`config.mk`:
```
export PLATFORM = sky130hd
export DESIGN_NAME = hpc3_and_vec_pipe_flat
export DESIGN_NICKNAME = d
export VERILOG_FILES = /design/src/rtl/hpc3_and_vec_pipe_pkg.sv /design/src/rtl/hpc3_and_vec_pipe_if.sv /design/src/rtl/hpc3_and_vec_pipe_lane.sv /design/src/rtl/hpc3_and_vec_pipe.sv /design/src/flat_wrapper.sv
export SDC_FILE = /design/constraint.sdc
export NUM_CORES = 1
export LEC_CHECK = 0
export BUFFER_PORTS_ARGS = -buffer_cell sky130_fd_sc_hd__buf_2
export CELL_PAD_IN_SITES_DETAIL_PLACEMENT = 1
export CELL_PAD_IN_SITES_GLOBAL_PLACEMENT = 1
export CORE_MARGIN = 2
export CORE_UTILIZATION = 37
export CTS_CLUSTER_DIAMETER = 200
export DETAILED_ROUTE_END_ITERATION = 8
export PLACE_DENSITY = 0.79
export SYNTH_ARGS = -nofsm -noshare
export SYNTH_HDL_FRONTEND = slang
export SYNTH_SLANG_ARGS = --single-unit
```
`constraint.sdc`:
```
create_clock -name clk -period 1.5 [get_ports clk]
set_clock_uncertainty 0.2 [all_clocks]
set_input_delay 0.075 -clock clk [delete_from_list [all_inputs] [get_ports clk]]
set_output_delay 0.075 -clock clk [all_outputs]
set_load 0.01 [all_outputs]
```
`src/rtl/hpc3_and_vec_pipe_pkg.sv`:
```
`default_nettype none
// ============================================================================
// Module : hpc3_and_vec_pipe_pkg
// Brief  : Share-pair indexing and bit-slice helpers shared by HPC gadgets.
// Rev    : 1.0
// ============================================================================
package hpc3_and_vec_pipe_pkg;

  localparam int D_DEFAULT = 2;
  localparam int W_DEFAULT = 8;

  function automatic int num_pairs(input int d);
    return d * (d - 1) / 2;
  endfunction

  function automatic int rnd_width(input int d, input int w);
    return 2 * num_pairs(d) * w;
  endfunction

  // Lexicographic index of the unordered pair {i,j}, i != j.
  function automatic int pidx(input int i, input int j, input int d);
    int lo;
    int hi;
    lo = (i < j) ? i : j;
    hi = (i < j) ? j : i;
    return lo * d - (lo * (lo + 1)) / 2 + (hi - lo - 1);
  endfunction

  function automatic int share_bit(input int i, input int k, input int w);
    return i * w + k;
  endfunction

  function automatic int rnd_bit(input int p, input int k, input int w);
    return p * w + k;
  endfunction

  function automatic int rndp_bit(input int p, input int k, input int d, input int w);
    return (num_pairs(d) + p) * w + k;
  endfunction

endpackage
`default_nettype wire

```
`src/rtl/hpc3_and_vec_pipe_if.sv`:
```
`default_nettype none
// ============================================================================
// Module : hpc3_and_vec_pipe_if
// Brief  : Operand, randomness and result handshakes of the vector HPC3 AND.
// Rev    : 1.0
// ============================================================================
interface hpc3_and_vec_pipe_if
  import hpc3_and_vec_pipe_pkg::*;
#(
  parameter int D = D_DEFAULT,
  parameter int W = W_DEFAULT
);
  localparam int RW = rnd_width(D, W);

  logic           in_valid;
  logic           in_ready;
  logic [D*W-1:0] a_sh;
  logic [D*W-1:0] b_sh;
  logic           rnd_valid;
  logic           rnd_ready;
  logic [RW-1:0]  rnd;
  logic           out_valid;
  logic           out_ready;
  logic [D*W-1:0] c_sh;

  modport master (
    output in_valid, a_sh, b_sh, rnd_valid, rnd, out_ready,
    input  in_ready, rnd_ready, out_valid, c_sh
  );

  modport slave (
    input  in_valid, a_sh, b_sh, rnd_valid, rnd, out_ready,
    output in_ready, rnd_ready, out_valid, c_sh
  );
endinterface
`default_nettype wire

```
`src/rtl/hpc3_and_vec_pipe_lane.sv`:
```
`default_nettype none
// ============================================================================
// Module : hpc3_lane_core
// Brief  : One lane of a D-share HPC3 AND gadget: stage-1 regs and XOR tree.
// Rev    : 1.0
// ============================================================================
module hpc3_lane_core
  import hpc3_and_vec_pipe_pkg::*;
#(
  parameter  int D = D_DEFAULT,
  localparam int P = num_pairs(D)
) (
  input  logic         clk,
  input  logic         rst,
  input  logic         en_i,
  input  logic [D-1:0] a_i,
  input  logic [D-1:0] b_i,
  input  logic [P-1:0] r_i,
  input  logic [P-1:0] rp_i,
  output logic [D-1:0] c_o
);
  logic [D-1:0]   diag_q;
  logic [D-1:0]   diag_d;
  logic [D*D-1:0] uv;

  assign diag_d = a_i & b_i;

  always_ff @(posedge clk or posedge rst) begin
    if (rst) begin
      diag_q <= '0;
    end else if (en_i) begin
      diag_q <= diag_d;
    end
  end

  for (genvar i = 0; i < D; i++) begin : g_row
    for (genvar j = 0; j < D; j++) begin : g_col
      if (i == j) begin : g_self
        assign uv[i*D+j] = 1'b0;
      end else begin : g_pair
        localparam int PI = pidx(i, j, D);
        logic u_q, u_d, v_q, v_d;

        assign u_d = (a_i[i] & (b_i[j] ^ r_i[PI])) ^ rp_i[PI];
        assign v_d = (~a_i[i] & r_i[PI]) ^ rp_i[PI];

        always_ff @(posedge clk or posedge rst) begin
          if (rst) begin
            u_q <= 1'b0;
            v_q <= 1'b0;
          end else if (en_i) begin
            u_q <= u_d;
            v_q <= v_d;
          end
        end

        assign uv[i*D+j] = u_q ^ v_q;
      end
    end

    // Output share built purely from register outputs.
    assign c_o[i] = diag_q[i] ^ (^uv[i*D +: D]);
  end
endmodule
`default_nettype wire

```
`src/rtl/hpc3_and_vec_pipe.sv`:
```
`default_nettype none
// ============================================================================
// Module : hpc3_and_vec_pipe
// Brief  : W-lane D-share HPC3 masked AND with valid/ready and randomness handshake.
// Rev    : 1.0
// ============================================================================
module hpc3_and_vec_pipe
  import hpc3_and_vec_pipe_pkg::*;
#(
  parameter int D    = D_DEFAULT,
  parameter int W    = W_DEFAULT,
  parameter int PIPE = 0
) (
  input  logic                clk,
  input  logic                rst,
  hpc3_and_vec_pipe_if.slave  bus
);
  localparam int P = num_pairs(D);

  logic           accept;
  logic           en1;
  logic           v1_q;
  logic           v1_d;
  logic [D*W-1:0] c1;

  // Reset gating keeps randomness from being consumed while in reset.
  assign accept        = bus.in_valid & bus.rnd_valid & en1 & ~rst;
  assign bus.in_ready  = en1 & bus.rnd_valid & ~rst;
  assign bus.rnd_ready = accept;
  assign v1_d          = accept;

  always_ff @(posedge clk or posedge rst) begin
    if (rst) begin
      v1_q <= 1'b0;
    end else if (en1) begin
      v1_q <= v1_d;
    end
  end

  for (genvar k = 0; k < W; k++) begin : g_lane
    logic [D-1:0] a_l;
    logic [D-1:0] b_l;
    logic [D-1:0] c_l;
    logic [P-1:0] r_l;
    logic [P-1:0] rp_l;

    for (genvar i = 0; i < D; i++) begin : g_sh
      assign a_l[i]                  = bus.a_sh[share_bit(i, k, W)];
      assign b_l[i]                  = bus.b_sh[share_bit(i, k, W)];
      assign c1[share_bit(i, k, W)]  = c_l[i];
    end

    for (genvar p = 0; p < P; p++) begin : g_rnd
      assign r_l[p]  = bus.rnd[rnd_bit(p, k, W)];
      assign rp_l[p] = bus.rnd[rndp_bit(p, k, D, W)];
    end

    hpc3_lane_core #(.D(D)) u_core (
      .clk  (clk),
      .rst  (rst),
      .en_i (accept),
      .a_i  (a_l),
      .b_i  (b_l),
      .r_i  (r_l),
      .rp_i (rp_l),
      .c_o  (c_l)
    );
  end

  if (PIPE != 0) begin : g_pipe
    logic           v2_q;
    logic           en2;
    logic [D*W-1:0] c_q;

    assign en2 = ~v2_q | bus.out_ready;
    assign en1 = ~v1_q | en2;

    always_ff @(posedge clk or posedge rst) begin
      if (rst) begin
        v2_q <= 1'b0;
        c_q  <= '0;
      end else if (en2) begin
        v2_q <= v1_q;
        if (v1_q) begin
          c_q <= c1;
        end
      end
    end

    assign bus.out_valid = v2_q;
    assign bus.c_sh      = c_q;
  end else begin : g_comb
    assign en1           = ~v1_q | bus.out_ready;
    assign bus.out_valid = v1_q;
    assign bus.c_sh      = c1;
  end
endmodule
`default_nettype wire
```
`src/flat_wrapper.sv`:
```
// flat-port wrapper written by rule: the top's interface ports become plain ports
module hpc3_and_vec_pipe_flat import hpc3_and_vec_pipe_pkg::*;
#(
  parameter int D    = D_DEFAULT,
  parameter int W    = W_DEFAULT,
  parameter int PIPE = 0
)
  (clk, rst, bus_in_valid, bus_a_sh, bus_b_sh, bus_rnd_valid, bus_rnd, bus_out_ready, bus_in_ready, bus_rnd_ready, bus_out_valid, bus_c_sh);
  hpc3_and_vec_pipe_if #(.D(D), .W(W)) bus_i ();
  input  logic clk;
  input  logic rst;
  input wire logic [$bits(bus_i.in_valid)-1:0] bus_in_valid;
  input wire logic [$bits(bus_i.a_sh)-1:0] bus_a_sh;
  input wire logic [$bits(bus_i.b_sh)-1:0] bus_b_sh;
  input wire logic [$bits(bus_i.rnd_valid)-1:0] bus_rnd_valid;
  input wire logic [$bits(bus_i.rnd)-1:0] bus_rnd;
  input wire logic [$bits(bus_i.out_ready)-1:0] bus_out_ready;
  output wire logic [$bits(bus_i.in_ready)-1:0] bus_in_ready;
  output wire logic [$bits(bus_i.rnd_ready)-1:0] bus_rnd_ready;
  output wire logic [$bits(bus_i.out_valid)-1:0] bus_out_valid;
  output wire logic [$bits(bus_i.c_sh)-1:0] bus_c_sh;
  assign bus_i.in_valid = bus_in_valid;
  assign bus_i.a_sh = bus_a_sh;
  assign bus_i.b_sh = bus_b_sh;
  assign bus_i.rnd_valid = bus_rnd_valid;
  assign bus_i.rnd = bus_rnd;
  assign bus_i.out_ready = bus_out_ready;
  assign bus_in_ready = bus_i.in_ready;
  assign bus_rnd_ready = bus_i.rnd_ready;
  assign bus_out_valid = bus_i.out_valid;
  assign bus_c_sh = bus_i.c_sh;
  hpc3_and_vec_pipe #(.D(D), .W(W), .PIPE(PIPE)) u_core (.clk(clk), .rst(rst), .bus(bus_i));
endmodule
```
==> flow_summary.ini <==
[clock_tree]
path_clk_slew_ps = 90
htreeDepth = 2
cts.sinks = 49
cts_buffers = 5
worstSkewPairLatency_ps = 300
cts_max_path_buffers = 2
cts_tree = done
cts-root-buf = clkbuf_8

[drt]
drt_iter0_markers = 138
drtPass1Iterations = 4
routed_wl_um = 12170
antenna_left = 0
drc = 0
wl_per_cell_um = 22.08
vias = 2941
vias_per_cell = 5.338

[flow_run]
max-cap-violations = 0

[synth]
yosys_warnings = 0
synth.distinct_cells = 22
yosys-mux-area-fraction = 0.07550
synthAdderAreaFrac = 0
syn-instance-count = 298
synth_top_family_by_area = XOR/XNOR gates
ys_seq_area_frac = 0.4111
syn_area_mm2 = 0.002983
synth-simple-area-share = 0.1049
yosys.area.top_type = dfrtp_1
avgSynthCellArea_um2 = 10.01
syn-num-nets = 351
yosys.area_share.xor_xnor = 0.1879
synth.area.top_cells = dfrtp_1, xnor2_1, a31oi_1, mux2_4, o21ai_0
synth-seq-cells = 49
synth-compound-area-share = 0.1611
synth_top_area_share = 0.4111

[pwr]
p_per_area_mw_per_mm2 = 1078
p_total_mw = 4.957
ir_worst_vdd_mv = 0.4914
p_comb_frac = 0.422
sw_frac_of_total = 0.3492
p_switching_mw = 1.731
pwr-share-clk = 0.199
p_leak_nw = 1.987
p_seq_frac = 0.380
internal_power_mw = 3.226

[global_routing]
use_met1 = 0.2834
grt_max_degree = 50
grt-busiest-layer = met2
grt_pass1_wl_um = 16250
grt-ovfl-total = 0
use_met3 = 0.04013
grt_usage = 0.2390
antenna_found_initial = 0
use_met2 = 0.4256
grt_pass1_vias = 3197

[critical_path]
start_kind = register
crit_required_ps = 1500
arrival_ps = 1690
worst-path-max-fanout = 6
criticalPathCategory = register to register
endpoint_kind = register

[finish]
n_antenna_cell = 0
final_common_cell = buf_2
final_core_utilization = 0.5918
nets = 501
mostFrequentLayoutCells = buf_2, xnor2_1, dlygate4sd3_1, dfrtp_1, a31oi_1
drive_gt1_frac = 0.3608
syn_to_final_growth_pct = 54.11

[sta]
drv_slew = 0
fin_crit_ps = 1691
maxSlewHeadroom = 0.4347
setup_ws_ps = -191.5
worst_slew_pin_slew_ps = 847.0
rsz0062_at_grt = yes
fmax_mhz = 591.2
post-route-period-util = 1.128
setup_violations = 49
hold_viol = 0

[die]
rows = 32
start_util = 0.3840
pin_count = 72
die_area_mm2 = 0.008796
die_h_um = 93.79
core_region_area_mm2 = 0.007767
die-width_um = 93.79

[status]
violations = negative setup slack
status = finished with violations

[placement]
io_buffers = 71
gp_congestion = 0.7803
dp_hpwl_um = 5955

[min_path]
min_path_type = input port to register
[area by class of cell]
class	count	area [um2]
well taps	102	127.6
fillers	881	3171
flip-flops and latches	49	1229
repair buffers	158	1261
clock buffers	6	72.57
clock inverters	2	38.79
inverters	19	76.32
multi-input cells	215	1792
[critical path, stage by stage, from the launching register on]
cell and delay, ps:
dfrtp_1 430, nand2b_1 180, nand3_4 110, inv_6 110, buf_12 140, buf_12 110, mux2_4 290
[power groups by stage]
stage	combinational (mW)	clock [mW]	sequential (mW)
3_5_place_dp	1.59	0	1.82
2_1_floorplan	1.05	0	1.76
6_report	2.09	0.986	1.88
3_3_place_gp	1.54	0	1.80
4_1_cts	1.76	0.968	1.80
5_1_grt	2.23	1.05	1.90
[cells in the mapped netlist, drive strengths merged]
| cell | n |
|---|---|
| nand3 | 1 |
| clkbuf | 4 |
| nand2b | 18 |
| or3 | 16 |
| mux2 | 16 |
| nor2b | 2 |
| buf | 11 |
| a31oi | 32 |
| nand2 | 17 |
| nor2 | 1 |
| dfrtp | 49 |
| o31ai | 16 |
| o21ai | 32 |
| inv | 19 |
| xnor2 | 64 |
[layer usage]
layer / part of all wire / vias up
li1: - / 1335
met1: 0.40 / 1485
met2: 0.53 / 89
met3: 0.036 / 32
met4: 0.032 / 0
met5: 0 / -
[flip-flops by register name, summed over array words and instances, names as in the netlist]
signal,flops
u_core.g_lane.u_core.diag_q,16
u_core.bus.out_valid,1
u_core.g_lane.u_core.g_row.g_col.g_pair.v_q,16
u_core.g_lane.u_core.g_row.g_col.g_pair.u_q,16
[repair_timing]
| action | in CTS | in global routing |
|---|---|---|
| resized for setup | 11 | 48 |
| setup endpoints to repair | 23 | 61 |
| hold buffers | 56 | 0 |
| pin swaps | 5 | 12 |
| cloned | 0 | 0 |
| buffers inserted | 10 | 15 |
| hold endpoints to repair | 85 | 0 |
[worst paths after layout]
check,startpoint,endpoint,slack [ps],depth (start not counted)
setup / recovery,u_core.bus.out_valid,register,-190,6
hold / removal,bus_rnd[7],register,60,4
setup reg to reg,u_core.bus.out_valid,register,-190,6
hold reg to reg,register,register,350,1
max in group asynchronous,rst,u_core.g_lane[0].u_core.diag_q[0],610,4
min in group asynchronous,rst,asynchronous set/reset pin,240,4
[cell families after synthesis]
family,count (synthesis)
xor+xnor,64
buf+inv,34
compound gates,80
mux,16
simple gates,55
flops,49
[through the flow]
stage / area (um2) / TNS [ps] / worst slack [ps] / hold slack (ps) / instances
after floorplan: 2984 / -1180 / -101.9 / 2.312 / 298
after global placement: 3510 / 0 / 18.02 / -42.49 / 469
after detailed placement: 3510 / -250.0 / -29.54 / -25.07 / 469
after CTS: 4324 / -454.8 / -72.05 / 28.81 / 543
after global routing: 4597 / -5623 / -217.0 / 55.43 / 551
final: 4597 / -3749 / -191.5 / 55.95 / 551
Power figures use the tool's default switching activity.
